File: config.mk
export PLATFORM = sky130hd
export DESIGN_NAME = pbx_cmd_issuer
export DESIGN_NICKNAME = d
export VERILOG_FILES = /design/src/rtl/pbx_bus_pkg.sv /design/src/rtl/pbx_ale_gen.sv /design/src/rtl/pbx_cmd_issuer.sv
export SDC_FILE = /design/constraint.sdc
export NUM_CORES = 1
export LEC_CHECK = 0
export ABC_AREA = 1
export BUFFER_PORTS_ARGS = -buffer_cell sky130_fd_sc_hd__buf_4
export CAP_MARGIN = 0
export CORE_UTILIZATION = 54
export DETAILED_ROUTE_END_ITERATION = 7
export PLACE_DENSITY = 0.76
export SKIP_LAST_GASP = 1
export SLEW_MARGIN = 20
export SYNTH_ARGS = -nofsm -noshare
export SYNTH_HDL_FRONTEND = slang
export SYNTH_SLANG_ARGS = --single-unit
File: constraint.sdc
create_clock -name clk -period 1.86 [get_ports clk]
set_clock_uncertainty 0.1 [all_clocks]
set_input_delay 0.093 -clock clk [delete_from_list [all_inputs] [get_ports clk]]
set_output_delay 0.093 -clock clk [all_outputs]
set_load 0.02 [all_outputs]
File: src/rtl/pbx_bus_pkg.sv
// Shared definitions for the PBX CPLD command bus: command codes and
// the frame sequencer state type.
package pbx_bus_pkg;

    localparam logic [3:0] CMD_TRST      = 4'd0;
    localparam logic [3:0] CMD_TONECK    = 4'd1;
    localparam logic [3:0] CMD_COMECK    = 4'd2;
    localparam logic [3:0] CMD_CS0_LO    = 4'd5;
    localparam logic [3:0] CMD_CS1_LO    = 4'd6;
    localparam logic [3:0] CMD_RLY_EXT   = 4'd7;
    localparam logic [3:0] CMD_RLY_TRK   = 4'd8;
    localparam logic [3:0] CMD_PLAY_ON   = 4'd9;
    localparam logic [3:0] CMD_PLAY_OFF  = 4'd10;
    localparam logic [3:0] CMD_REC_ON    = 4'd11;
    localparam logic [3:0] CMD_REC_OFF   = 4'd12;
    localparam logic [3:0] CMD_CS0_HI    = 4'd13;
    localparam logic [3:0] CMD_CS1_HI    = 4'd14;
    localparam logic [3:0] CMD_RESET_ALL = 4'd15;

    // Fall ticks spent in SETUP after the one that loads p2, before cs_n drops.
    // Two ALE rises with the new code and cs_n high: latch, then decode.
    localparam int unsigned SETUP_HOLD_FALLS = 2;

    typedef enum logic [1:0] {
        ST_IDLE,
        ST_SETUP,
        ST_ACTIVE,
        ST_RECOVER
    } pbx_state_t;

endpackage

File: src/rtl/pbx_ale_gen.sv
// Free-running ALE generator: ale toggles every ALE_DIV clk cycles; the
// wrap cycle is flagged as a rise tick (ale about to go high) or a fall
// tick (ale about to go low).
module pbx_ale_gen #(
    parameter int unsigned ALE_DIV = 4
) (
    input  logic clk,
    input  logic rst,
    output logic ale,
    output logic rise_tick,
    output logic fall_tick
);

    localparam int unsigned CW = (ALE_DIV > 1) ? $clog2(ALE_DIV) : 1;

    logic [CW-1:0] cnt;
    logic          wrap;

    assign wrap      = (cnt == CW'(ALE_DIV - 1));
    assign rise_tick = wrap && !ale;
    assign fall_tick = wrap && ale;

    // Divider count and ale toggle at each wrap.
    always_ff @(posedge clk) begin
        if (rst) begin
            cnt <= '0;
            ale <= 1'b0;
        end else if (wrap) begin
            cnt <= '0;
            ale <= ~ale;
        end else begin
            cnt <= cnt + 1'b1;
        end
    end

endmodule

File: src/rtl/pbx_cmd_issuer.sv
// Host-side PBX command initiator: accepts a 4-bit code over valid/ready and
// emits one complete p2/cs_n frame aligned to the free-running ALE strobe.
module pbx_cmd_issuer
    import pbx_bus_pkg::*;
#(
    parameter int unsigned ALE_DIV       = 4,
    parameter int unsigned LOW_EDGES     = 1,
    parameter int unsigned RECOVER_EDGES = 3
) (
    input  logic       clk,
    input  logic       rst,
    input  logic       cmd_valid,
    input  logic [3:0] cmd_code,
    output logic       cmd_ready,
    output logic       cmd_done,
    output logic       busy,
    output logic [3:0] p2,
    output logic       ale,
    output logic       cs_n
);

    localparam int unsigned RW = $clog2(RECOVER_EDGES + 1);

    logic          rise_tick;
    logic          fall_tick;

    pbx_state_t    state, state_n;
    logic [3:0]    code_q, code_n;
    logic [3:0]    p2_q, p2_n;
    logic          cs_n_q, cs_n_d;
    logic [1:0]    setup_cnt, setup_cnt_n;
    logic [1:0]    low_cnt, low_cnt_n;
    logic [RW-1:0] rec_cnt, rec_cnt_n;
    logic          done_c;

    pbx_ale_gen #(
        .ALE_DIV(ALE_DIV)
    ) u_ale_gen (
        .clk       (clk),
        .rst       (rst),
        .ale       (ale),
        .rise_tick (rise_tick),
        .fall_tick (fall_tick)
    );

    // State, captured code, bus pins and edge counters.
    always_ff @(posedge clk) begin
        if (rst) begin
            state     <= ST_IDLE;
            code_q    <= '0;
            p2_q      <= '0;
            cs_n_q    <= 1'b1;
            setup_cnt <= '0;
            low_cnt   <= '0;
            rec_cnt   <= '0;
        end else begin
            state     <= state_n;
            code_q    <= code_n;
            p2_q      <= p2_n;
            cs_n_q    <= cs_n_d;
            setup_cnt <= setup_cnt_n;
            low_cnt   <= low_cnt_n;
            rec_cnt   <= rec_cnt_n;
        end
    end

    // Frame sequencing: every p2/cs_n change lands on a fall tick.
    always_comb begin
        state_n     = state;
        code_n      = code_q;
        p2_n        = p2_q;
        cs_n_d      = cs_n_q;
        setup_cnt_n = setup_cnt;
        low_cnt_n   = low_cnt;
        rec_cnt_n   = rec_cnt;
        done_c      = 1'b0;

        case (state)
            ST_IDLE: begin
                cs_n_d = 1'b1;
                if (cmd_valid) begin
                    code_n      = cmd_code;
                    setup_cnt_n = '0;
                    state_n     = ST_SETUP;
                end
            end

            ST_SETUP: begin
                // First fall tick loads p2; the code then sits through two
                // ALE rises with cs_n high before cs_n is pulled low.
                if (fall_tick) begin
                    if (setup_cnt == 2'(SETUP_HOLD_FALLS)) begin
                        cs_n_d    = 1'b0;
                        low_cnt_n = '0;
                        state_n   = ST_ACTIVE;
                    end else begin
                        if (setup_cnt == '0) begin
                            p2_n = code_q;
                        end
                        setup_cnt_n = setup_cnt + 2'd1;
                    end
                end
            end

            ST_ACTIVE: begin
                if (fall_tick && (low_cnt == 2'(LOW_EDGES))) begin
                    cs_n_d    = 1'b1;
                    rec_cnt_n = '0;
                    state_n   = ST_RECOVER;
                end else if (rise_tick) begin
                    low_cnt_n = low_cnt + 2'd1;
                end
            end

            ST_RECOVER: begin
                if (fall_tick && (rec_cnt == RW'(RECOVER_EDGES))) begin
                    done_c  = 1'b1;
                    state_n = ST_IDLE;
                end else if (rise_tick) begin
                    rec_cnt_n = rec_cnt + 1'b1;
                end
            end

            default: begin
                state_n = ST_IDLE;
            end
        endcase
    end

    assign cmd_ready = (state == ST_IDLE);
    assign busy      = ~cmd_ready;
    assign cmd_done  = done_c;
    assign p2        = p2_q;
    assign cs_n      = cs_n_q;

endmodule

## Word level (Yosys, flattened, before mapping)

Cells that the tools add are included.
Widths: inputs -> output; s select.

- Flip-flop bits (word level): 20
- Input bits: 7
- Output and inout bits: 9
- Logic and storage cells: 77

- Add/subtract/negate cells: 4
- Equal/unequal tests: 17
- Mux-type cells: 25
- Bitwise gates (word level): 3
- Reduce and logical (&&, ||, !) cells: 19

Operator list:

| kind | number |
|---|---|
| $mux 2 | 15 |
| $ne 2x2->1 const B | 10 |
| $reduce_and 4->1 | 4 |
| $pmux 2 s2 | 3 |
| $eq 2x2->1 const B | 5 |
| $reduce_and 5->1 | 2 |
| $add 2x1->2 const B | 4 |
| $pmux 2 s4 | 1 |
| $reduce_bool 2->1 | 3 |
| $mux 1 | 5 |
| $eq 2x1->1 const B | 2 |
| $logic_and 1x1->1 | 4 |
| $logic_not 2->1 | 2 |
| $not 1->1 | 3 |
| $pmux 1 s3 | 1 |
| $reduce_bool 3->1 | 1 |
| $reduce_and 2->1 | 1 |
| $reduce_or 2->1 | 1 |
| $logic_not 1->1 | 1 |

## Depth between registers and ports, before layout

Gate-level depths: netlist of run 1.

- Word-level depth: 5
- Gate-level depth with buffers: 10
- Depth with buffers taken out: 10

## By module

A second synthesis of run 1 with hierarchy kept.

- Cells, all modules: 161
- Area total of the unflattened synthesis: 1098.6 sq um

Modules (own cells, without submodules):

| module | times used | cells each | area each (sq um) | sequential area each (sq um) |
|---|---|---|---|---|
| pbx_cmd_issuer | 1 | 147 | 983.4 | 340.3 |
| pbx_ale_gen | 1 | 14 | 115.1 | 60.1 |

## Least setup slack after synthesis of run 1

Ideal clock, no wire load.

- Path type: reg-to-reg
- Start: register state[0]
- End: register setup_cnt[0]
- Library setup time: 0.113 ns
- Arrival: 1.217 ns
- Data required time: 1.647 ns
- Slack: 0.431 ns
- Stages on the path, launching flop included: 9
- Buffers on the path: 0
- Period minus slack after synthesis: 1.429 ns
- Cell sequence: dfxtp_1 > inv_1 > ha_1 > nand2_1 > nand2_1 > a21oi_2 > nand2_1 > nand2_1 > nor2_1

- Cells in the longest elaborated chain, start to end: 3
- Elaborated cells between the ends (all ways): 8
- Classes of those cells: eq/ne: 4; mux: 1; reduce/logical: 3

Ends and longest elaborated chain:

| element | line | text |
|---|---|---|
| from (decl) | pbx_cmd_issuer.sv:27 | `pbx_state_t state, state_n;` |
| from (signal assigned) | pbx_cmd_issuer.sv:57 | `state <= state_n;` |
| $logic_not 2->1 (*) | -- |  |
| via cmd_ready | pbx_cmd_issuer.sv:14 | `output logic cmd_ready,` |
| $ne 2x2->1 (no source line) / $reduce_bool 2->1 (equally long branches) | -- |  |
| $reduce_and 4->1 (no source line) | -- |  |
| to (signal assigned) | pbx_cmd_issuer.sv:61 | `setup_cnt <= setup_cnt_n;` |
| to (decl) | pbx_cmd_issuer.sv:31 | `logic [1:0] setup_cnt, setup_cnt_n;` |

Mark *: on every way through the listed nets, which the timed path passes. The rest lies on a longest branch.
A chain may end at the register's enable or synchronous reset.

## Worst setup path after layout of run 1

- Start: register u_ale_gen.cnt[0]
- End: output port cmd_done

- Cells in the longest elaborated chain, start to end: 5

Ends and longest elaborated chain:

| element | line | text |
|---|---|---|
| from (decl) | pbx_ale_gen.sv:16 | `logic [CW-1:0] cnt;` |
| from (signal assigned) | pbx_ale_gen.sv:32 | `cnt <= cnt + 1'b1;` |
| $eq 2x2->1 | pbx_ale_gen.sv:19 | `assign wrap = (cnt == CW'(ALE_DIV - 1));` |
| $logic_and 1x1->1 | pbx_ale_gen.sv:21 | `assign fall_tick = wrap && ale;` |
| $logic_and 1x1->1 | pbx_cmd_issuer.sv:116 | `if (fall_tick && (rec_cnt == RW'(RECOVER_EDGES))) begin` |
| $mux 1 | pbx_cmd_issuer.sv:116 |  |
| $mux 1 | pbx_cmd_issuer.sv:78 | `case (state)` |
| to (decl) | pbx_cmd_issuer.sv:15 | `output logic cmd_done,` |

No other way between the ends.

==> results.py, run 1 <==
metrics = {
    "clock_tree": {
        "path_clk_slew_ns": 0.12,
        "clock_latency_ns": 0.31,
        "cts_root_buffer": "clkbuf_4",
        "cts_made_buffers": 3,
        "cts_tree": "yes",
        "cts.sinks": 20,
        "cts_buffer_depth": 2,
        "cts-resized-gates": 0,
        "h-tree-depth": 1,
    },
    "setup_path": {
        "critical_path_peak_fanout": 9,
        "r2r_end": "rec_cnt[0]",
        "crit_end": "cmd_done",
        "slowest_delay_ns": 0.36,
        "cp-end-kind": "output pin",
        "crit_path_start": "u_ale_gen.cnt[0]",
        "worstRegToRegCells": 8,
        "crit_arrival_ns": 1.42,
        "path_delay_family": "flip-flops",
        "slowest_stage": "dfxtp_1",
        "cp.depth": 4,
        "reg2reg_slack_ns": 0.30,
        "crit_type": "reg -> out",
        "timing.critical_path.buf_inv": 1,
        "worstPathRequired_ns": 1.67,
        "worstSetupStartpointType": "register",
        "r2r_start": "u_ale_gen.cnt[0]",
        "crit_chain": "ha_1, nand3_1, nor2_1, buf_4",
    },
    "power_and_ir_drop": {
        "clockPowerShare": 0.213,
        "switchingPower_uw": 669,
        "p_int_uw": 1030,
        "seq_power_share": 0.341,
        "p_per_area_nw_per_um2": 1330,
        "pwr-share-comb": 0.446,
        "ir_worst_vdd_uv": 877,
        "leakagePower_uw": 0.000652,
        "sw_frac_of_total": 0.395,
    },
    "sta": {
        "maxSlewViolCount": 0,
        "hold-worst-slack_ns": 0.0993,
        "relSlewSlack": 0.700,
        "worst_pin_slew_ns": 0.450,
        "period_minus_slack_ns": 1.62,
        "hold_viol": 0,
        "max_freq_mhz": 619,
        "timing.setup.tns_ns": 0,
        "period_share": 0.869,
        "rsz0062_at_grt": "false",
        "setup_viol": 0,
    },
    "die": {
        "die-area_um2": 2120,
        "chipWidth_um": 46.0,
        "coreArea_um2": 1760,
        "start_util": 0.594,
        "io_pins": 16,
        "die_height_um": 46.0,
        "rows": 15,
    },
    "grt": {
        "grt_pass1_vias": 862,
        "grt_max_degree": 17,
        "grt_pass1_wl_mm": 3.55,
        "grt_usage": 0.232,
        "globalRouteOverflowTotal": 0,
        "antenna_found_initial": 0,
    },
    "logic_synthesis": {
        "avgSynthCellArea_um2": 6.94,
        "synth-seq-cells": 20,
        "syn_nets": 167,
        "ys_types": 19,
        "syn-cell-area_um2": 1050,
        "synthCells": 151,
        "ys_seq_area_frac": 0.382,
        "ys_warn_count": 0,
    },
    "cells_and_area": {
        "nFillCells": 174,
        "finalNetCount": 190,
        "stdcell_area_um2": 1280,
        "layout_common_cells": "nor2_1, nand2_1, inv_1",
        "multi_input_area_um2": 541,
        "seqCellArea_um2": 400,
        "num_antenna_cells": 0,
        "area_growth_pct": 22.0,
        "final_common_cell": "nor2_1",
        "drive_above_1_share": 0.145,
    },
    "drt": {
        "wl_per_cell_um": 10.8,
        "wirelength_mm": 2.13,
        "first_pass_iters": 7,
        "drtIter0Drc": 21,
        "antenna_left": 0,
        "viasPerCell": 4.96,
        "vias": 982,
        "drc": 0,
    },
    "run_status": {
        "status": "complete, no violations",
    },
    "placement": {
        "postPlaceCellArea_um2": 1170,
        "port_buffers": 15,
        "hpwl_mm": 1.54,
        "place.gp.congestion": 0.836,
    },
    "job": {
        "max_cap_viol_count": 0,
    },
    "min_path": {
        "min_from": "cmd_valid",
        "hold_path.class": "in -> reg",
    },
}
-- cell families (layout without fill, tap and decap cells) --
kind of cell    Yosys count  in the layout  synth area share
flops                    20             20             0.382
buf+inv                  26             48             0.102
fa+ha+maj                 9              9             0.108
simple gates             80             80             0.326
compound gates           16             16            0.0824
-- worst register-to-register path, cell delays in order, from the launching register on --
cell	delay (ns)
dfxtp_1	0.36
ha_1	0.33
nand3_1	0.15
nand2_2	0.13
nand2_1	0.07
inv_1	0.05
nand2_1	0.07
o21ai_0	0.15
inv_1	0.06
-- worst min path at each step --
stage                  endpoint  slack (ns)  cells past startpoint
2_1_floorplan  u_ale_gen.cnt[0]        0.06                      1
4_1_cts               code_q[2]        0.09                      4
3_5_place_dp   u_ale_gen.cnt[0]        0.20                      2
3_3_place_gp   u_ale_gen.cnt[0]        0.20                      2
6_report              code_q[3]         0.1                      4
5_1_grt               code_q[3]        0.15                      4
-- metal layers --
metal	vias to the layer above	global-route usage	share of wire
met3	4	0.0238	0.039
li1	511	-	-
met1	441	0.295	0.47
met5	-	0	0
met4	0	0.0882	0.011
met2	26	0.400	0.48
-- sequential cells by signal, indices dropped and copies added, names as in the netlist --
signal and count:
p2 4, code_q 4, setup_cnt 2, u_ale_gen.cnt 2
cs_n 1, rec_cnt 2, state 2, u_ale_gen.ale 1
low_cnt 2
-- repair_timing --
item,CTS,global route
hold endpoints to repair,8,0
endpoints found under the setup margin,0,0
hold buffers,5,0
buffers inserted,0,0
-- final cells by class --
cell class | instances | share of cell area
Sequential cell | 20 | 0.313
Clock buffer | 3 | 0.0176
Inverter | 24 | 0.0705
Multi-Input combinational cell | 105 | 0.423
Clock inverter | 1 | 0.0235
Tap cell | 25 | 0.0245
Timing Repair Buffer | 20 | 0.127
-- Yosys cell counts, drive strengths merged --
master   n  share of area
buf      2          0.016
nand3    7          0.033
nor3     2         0.0096
ha       9           0.11
nor3b    1         0.0072
nor2    34           0.13
or2      2          0.012
nand4    2          0.018
a21oi    5          0.027
o211ai   1         0.0072
inv     24          0.086
nand2   32           0.12
o21ai   10          0.048
dfxtp   20           0.38
-- per-stage QoR --
stage               utilization  worst slack (ns)  cells  total power [uW]
floorplan                     -             0.431    151              1150
global placement          0.666             0.379    189              1300
detailed placement        0.666             0.317    189              1340
CTS                       0.724             0.268    198              1700
global route              0.724             0.140    198              1830
finish                    0.724             0.244    198              1690
-- power groups by stage --
stage | Sequential (uW) | Clock (uW) | Combinational [uW]
global route | 587 | 378 | 867
detailed placement | 589 | 0 | 747
CTS | 579 | 365 | 760
finish | 578 | 360 | 756
global placement | 583 | 0 | 712
floorplan | 589 | 0 | 558
(Power assumes the default switching activity.)
==> inputs of run 2 (changes only) <==
--- a/config.mk
+++ b/config.mk
@@ -8,11 +8,12 @@
 export ABC_AREA = 1
 export BUFFER_PORTS_ARGS = -buffer_cell sky130_fd_sc_hd__buf_4
 export CAP_MARGIN = 0
-export CORE_UTILIZATION = 54
+export CORE_UTILIZATION = 55
 export DETAILED_ROUTE_END_ITERATION = 7
-export PLACE_DENSITY = 0.76
+export PLACE_DENSITY = 0.77
 export SKIP_LAST_GASP = 1
 export SLEW_MARGIN = 20
 export SYNTH_ARGS = -nofsm -noshare
 export SYNTH_HDL_FRONTEND = slang
+export SYNTH_HIERARCHICAL = 1
 export SYNTH_SLANG_ARGS = --single-unit
==> run 2 against run 1 <==
Effect of this change:
- final cell count increased by 5.6%
- critical endpoint unchanged
- clock power is essentially flat
- critical path depth grew 2
- sequential power rose by 2%
- sequential share of layout area decreased by 1.5 points
- design area grew 4.9%
- core utilization rose by 2.0 points
- highest routed layer unchanged
==> results.py, run 2 <==
metrics = {
    "sta": {
        "relSlewSlack": 0.685,
        "max_freq_mhz": 592,
        "period_minus_slack_ns": 1.69,
        "setup_viol": 0,
        "rsz0062_at_grt": "false",
        "hold_viol": 0,
        "worst_pin_slew_ns": 0.472,
        "maxSlewViolCount": 0,
        "timing.setup.tns_ns": 0,
        "period_share": 0.907,
    },
    "power_and_ir_drop": {
        "switchingPower_uw": 701,
        "p_int_uw": 1050,
        "pwr-share-comb": 0.457,
        "clockPowerShare": 0.206,
        "p_per_area_nw_per_um2": 1310,
        "sw_frac_of_total": 0.401,
        "leakagePower_uw": 0.000677,
        "ir_worst_vdd_uv": 910,
        "seq_power_share": 0.337,
    },
    "setup_path": {
        "worstRegToRegCells": 8,
        "worstSetupStartpointType": "register",
        "cp-end-kind": "output pin",
        "slowest_stage": "dfxtp_1",
        "cp.depth": 6,
        "crit_type": "reg -> out",
        "path_delay_family": "flip-flops",
        "crit_chain": "ha_1, nand2_1, inv_1, nand2_1, nor2_1, buf_4",
        "timing.critical_path.buf_inv": 2,
        "slowest_delay_ns": 0.36,
        "critical_path_peak_fanout": 5,
        "worstPathRequired_ns": 1.67,
        "cpMostUsedCell": "nand2_1",
        "crit_arrival_ns": 1.49,
    },
    "drt": {
        "route.met2.wl_um": 955,
        "viasPerCell": 4.78,
        "drc": 0,
        "vias": 998,
        "highest_layer": "met4",
        "met3_length_um": 71,
        "m1WireLength_mm": 1.05,
        "wirelength_mm": 2.12,
        "first_pass_iters": 4,
        "wl_per_cell_um": 10.1,
        "antenna_left": 0,
        "drtIter0Drc": 15,
    },
    "grt": {
        "antenna_found_initial": 0,
        "grt_max_degree": 18,
        "grt_pass1_vias": 893,
        "grt_pass1_wl_mm": 3.68,
        "globalRouteOverflowTotal": 0,
        "grt_usage": 0.244,
    },
    "die": {
        "io_pins": 16,
        "start_util": 0.610,
        "chipWidth_um": 46.7,
        "coreArea_um2": 1800,
        "rows": 15,
        "die-area_um2": 2180,
        "die_height_um": 46.7,
    },
    "cells_and_area": {
        "nFillCells": 157,
        "drive_above_1_share": 0.130,
        "num_antenna_cells": 0,
        "seqCellArea_um2": 400,
        "finalNetCount": 204,
        "multi_input_area_um2": 599,
        "final_util": 0.744,
        "area_growth_pct": 22.0,
        "layout_common_cells": "nor2_1, nand2_1, inv_1",
        "final_common_cell": "nor2_1",
    },
    "logic_synthesis": {
        "synth.area.top_cells": "dfxtp_1, ha_1, nor2_1, nand2_1, inv_1",
        "netlist.area_leader.share": 0.364,
        "synth-seq-cells": 20,
        "synth_top_area_cell": "dfxtp_1",
        "synth_most_common_cell": "nor2_1",
        "syn-cell-area_um2": 1100,
        "synth-edff-count": 0,
        "ys_warn_count": 6,
        "avgSynthCellArea_um2": 6.82,
        "synthFlopType": "dfxtp_1",
        "synthArstFlopShare": 0,
        "ys_types": 17,
        "synthCells": 161,
        "ys_seq_area_frac": 0.364,
        "syn_nets": 180,
        "synth_common_cells": "nor2_1, nand2_1, inv_1",
    },
    "placement": {
        "port_buffers": 15,
        "place.gp.congestion": 0.736,
        "hpwl_mm": 1.60,
    },
    "clock_tree": {
        "path_clk_slew_ns": 0.12,
        "cts_root_buffer": "clkbuf_4",
        "cts_made_buffers": 3,
        "h-tree-depth": 1,
        "clock_latency_ns": 0.31,
        "cts_tree": "yes",
        "cts.sinks": 20,
        "cts_buffer_depth": 2,
        "cts-resized-gates": 0,
    },
    "run_status": {
        "status": "complete, no violations",
    },
    "job": {
        "max_cap_viol_count": 0,
    },
    "min_path": {
        "hold_depth": 4,
        "hold_path.class": "in -> reg",
    },
}
[run 2: worst paths after layout]
kind	from	end	slack [ns]
min reg2reg	u_ale_gen/cnt[0]	u_ale_gen/cnt[0]	0.34
min	cmd_valid	code_q[1]	0.11
max reg2reg	state[0]	state[0]	0.21
max	u_ale_gen/cnt[0]	cmd_done	0.17
[run 2: final cells by class]
cell class / instances / share of cell area
timing repair buffer: 20 / 0.121
clock inverter: 1 / 0.0224
clock buffer: 3 / 0.0168
multi-input combinational: 115 / 0.447
inverter: 25 / 0.0700
sequential: 20 / 0.299
tap: 25 / 0.0233
[run 2: metrics by stage]
step | total power, uW | hold slack (ns) | cells | cell area, um2 | setup slack (ns)
final | 1750 | 0.108 | 209 | 1340 | 0.172
after global routing | 1910 | 0.129 | 209 | 1340 | 0.0151
after CTS | 1750 | 0.109 | 209 | 1340 | 0.184
after detailed placement | 1390 | 0.187 | 200 | 1240 | 0.210
after global placement | 1360 | 0.183 | 200 | 1240 | 0.266
after floorplan | 1200 | 0.0688 | 161 | 1100 | 0.363
[run 2: power by group through the flow]
stage,clock [uW],combinational [uW],sequential (uW)
6_report,360,800,590
5_1_grt,383,922,601
4_1_cts,363,800,590
3_5_place_dp,0,784,602
3_3_place_gp,0,766,595
2_1_floorplan,0,607,591
[run 2: kinds of logic after synthesis]
kind of cell / count (synthesis) / synth area share
buf+inv: 26 / 0.0900
compound gates: 14 / 0.0740
simple gates: 89 / 0.335
flops: 20 / 0.364
fa+ha+maj: 12 / 0.137
[run 2: what timing repair did]
| action | in CTS | in global routing |
|---|---|---|
| endpoints found under the hold margin | 7 | 0 |
| hold buffers | 5 | 0 |
| buffers inserted | 0 | 0 |
[run 2: layer usage]
layer	vias up	track usage
met4	0	0.120
li1	541	-
met5	-	0
met3	4	0.0353
met2	19	0.400
met1	434	0.310
[run 2: tightest hold or removal path: cells and delay by family]
kind | cells | cell delay, ns
buffers and inverters | 1 | 0.08
and+or+nand+nor | 2 | 0.15
AOI/OAI and AO/OA | 1 | 0.16
==> inputs of run 3 (changes only) <==
--- a/config.mk
+++ b/config.mk
@@ -8,9 +8,9 @@
 export ABC_AREA = 1
 export BUFFER_PORTS_ARGS = -buffer_cell sky130_fd_sc_hd__buf_4
 export CAP_MARGIN = 0
-export CORE_UTILIZATION = 55
+export CORE_UTILIZATION = 49
 export DETAILED_ROUTE_END_ITERATION = 7
-export PLACE_DENSITY = 0.77
+export PLACE_DENSITY = 0.73
 export SKIP_LAST_GASP = 1
 export SLEW_MARGIN = 20
 export SYNTH_ARGS = -nofsm -noshare
==> constraint.sdc (replaced) <==
create_clock -name clk -period 1.45 [get_ports clk]
set_clock_uncertainty 0.1 [all_clocks]
set_input_delay 0.0725 -clock clk [delete_from_list [all_inputs] [get_ports clk]]
set_output_delay 0.0725 -clock clk [all_outputs]
set_load 0.02 [all_outputs]
==> run 3 against run 2 <==
Effect of this change:
- critical path depth rose by 1
- sequential power rose by 36%
- hold slack got worse by 0.022 ns
- largest power group unchanged
- global-route usage fell by 2.3 points
- register-to-register slack worse by 0.18 ns
- core utilization increased by 1.9 points
- final cell count is 4.3% higher
- first-iteration DRC count rose to 3.3 times the previous value
- sequential cell count did not move
- setup slack got worse by 0.14 ns
- critical endpoint is now p2[1]
- non-clock buffer count grew 7
- wire length up 18%
==> results.py, run 3 (synthesized netlist as in run 2, its figures left out) <==
metrics = {
    "run_status": {
        "status": "complete, no violations",
    },
    "drt": {
        "drtIter0Drc": 49,
        "m1WireLength_mm": 1.01,
        "met3_length_um": 114,
        "viasPerCell": 5.02,
        "vias": 1095,
        "antenna_left": 0,
        "first_pass_iters": 4,
        "drc": 0,
        "route.met2.wl_mm": 1.33,
        "wl_per_cell_um": 11.5,
        "wirelength_mm": 2.51,
        "highest_layer": "met4",
    },
    "clock_tree": {
        "clock_latency_ns": 0.30,
        "cts_tree": "yes",
        "cts_buffer_depth": 2,
        "cts_made_buffers": 3,
        "path_clk_slew_ns": 0.11,
        "h-tree-depth": 1,
        "cts.sinks": 20,
        "cts_root_buffer": "clkbuf_4",
    },
    "setup_path": {
        "worstSetupStartpointType": "register",
        "critical_path_peak_fanout": 5,
        "crit_type": "reg -> reg",
        "worstPathRequired_ns": 1.56,
        "crit_arrival_ns": 1.53,
        "worstRegToRegCells": 7,
        "cp-end-kind": "register",
    },
    "sta": {
        "hold-worst-slack_ns": 0.0865,
        "setup_viol": 0,
        "max_freq_mhz": 705,
        "maxSlewViolCount": 0,
        "period_share": 0.978,
        "hold_viol": 0,
        "period_minus_slack_ns": 1.42,
        "relSlewSlack": 0.675,
        "rsz0062_at_grt": "true",
        "worst_pin_slew_ns": 0.487,
    },
    "power_and_ir_drop": {
        "ir_worst_vdd_uv": 1150,
        "p_per_area_nw_per_um2": 1670,
        "clockPowerShare": 0.175,
        "switchingPower_uw": 1050,
        "sw_frac_of_total": 0.407,
        "leakagePower_uw": 0.000734,
        "p_int_uw": 1540,
        "pwr-share-comb": 0.516,
        "seq_power_share": 0.309,
    },
    "die": {
        "start_util": 0.538,
        "rows": 16,
        "io_pins": 16,
        "die-area_um2": 2440,
        "die_height_um": 49.4,
        "chipWidth_um": 49.4,
        "coreArea_um2": 2040,
    },
    "placement": {
        "port_buffers": 15,
        "hpwl_mm": 1.82,
        "placed_cells": 207,
        "place.gp.congestion": 0.795,
    },
    "cells_and_area": {
        "num_antenna_cells": 0,
        "final_common_cell": "nor2_1",
        "stdcell_count": 218,
        "finalNetCount": 211,
        "drive_above_1_share": 0.335,
        "layout_common_cells": "nor2_1, nand2_1, inv_1",
        "nFillCells": 153,
        "area_growth_pct": 41.7,
    },
    "grt": {
        "grt_max_degree": 18,
        "globalRouteOverflowTotal": 0,
        "grt_usage": 0.221,
        "antenna_found_initial": 0,
        "grt_pass1_vias": 1040,
        "grt_pass1_wl_mm": 4.11,
    },
    "job": {
        "max_cap_viol_count": 0,
    },
    "min_path": {
        "hold_depth": 4,
        "hold_path.class": "in -> reg",
    },
}
[run 3: changes by cell type in the layout (fill, tap and decap cells not counted), moves of 6 or more]
cell,delta
nor2_1,-8
ha_1,-7
inv_1,-6
nor2_2,+6
[run 3: power by group through the flow]
stage / Clock (uW) / Combinational (uW) / Sequential [uW]
3_5_place_dp: 0 / 1100 / 768
3_3_place_gp: 0 / 1050 / 757
2_1_floorplan: 0 / 786 / 759
4_1_cts: 458 / 1180 / 775
6_report: 454 / 1340 / 801
5_1_grt: 482 / 1500 / 819
[run 3: critical path, stage by stage, from the launching register on]
cell and delay, ns:
dfxtp_2 0.37, ha_4 0.15, nand2_4 0.06, inv_4 0.08, buf_6 0.09, nand4_1 0.21
o21ai_1 0.21, nor2_1 0.05
[run 3: layout make-up]
cell class | count | area (um2) | area share
clock buffers | 3 | 22.5 | 0.0145
repair buffers | 27 | 230 | 0.148
flip-flops and latches | 20 | 412 | 0.264
inverters | 25 | 98.8 | 0.0635
multi-input cells | 115 | 729 | 0.469
clock inverters | 1 | 30.0 | 0.0193
well taps | 27 | 33.8 | 0.0217
[run 3: metal layers]
| metal | track usage | up-vias |
|---|---|---|
| li1 | - | 559 |
| met1 | 0.241 | 499 |
| met2 | 0.418 | 30 |
| met3 | 0.0280 | 7 |
| met4 | 0.0980 | 0 |
| met5 | 0 | - |
[run 3: path summary, 6_finish.rpt]
| path | startpoint | endpoint | slack [ns] |
|---|---|---|---|
| setup / recovery | u_ale_gen/cnt[0] | p2[1] | 0.03 |
| hold / removal | cmd_valid | code_q[0] | 0.09 |
| setup reg to reg | u_ale_gen/cnt[0] | p2[1] | 0.03 |
| hold reg to reg | u_ale_gen/cnt[0] | u_ale_gen/cnt[0] | 0.34 |
[run 3: per-stage QoR]
stage	worst slack (ns)	cell area (um2)	TNS (ns)	util	total power, uW
2_1_floorplan	0.0480	1100	0	-	1540
3_3_place_gp	-0.0103	1280	-0.0236	0.627	1810
3_5_place_dp	-0.0791	1280	-0.621	0.627	1870
4_1_cts	0.00573	1440	0	0.707	2410
5_1_grt	-0.0958	1560	-0.704	0.762	2810
6_report	0.0321	1560	0	0.762	2590
[run 3: timing repair]
action / 4_1_cts / 5_1_grt
resized for setup: 20 / 34
setup buffers: 1 / 1
pin swaps: 4 / 16
cloned: 0 / 0
setup endpoints to repair: 16 / 15
endpoints found under the hold margin: 7 / 0
hold buffers: 5 / 0
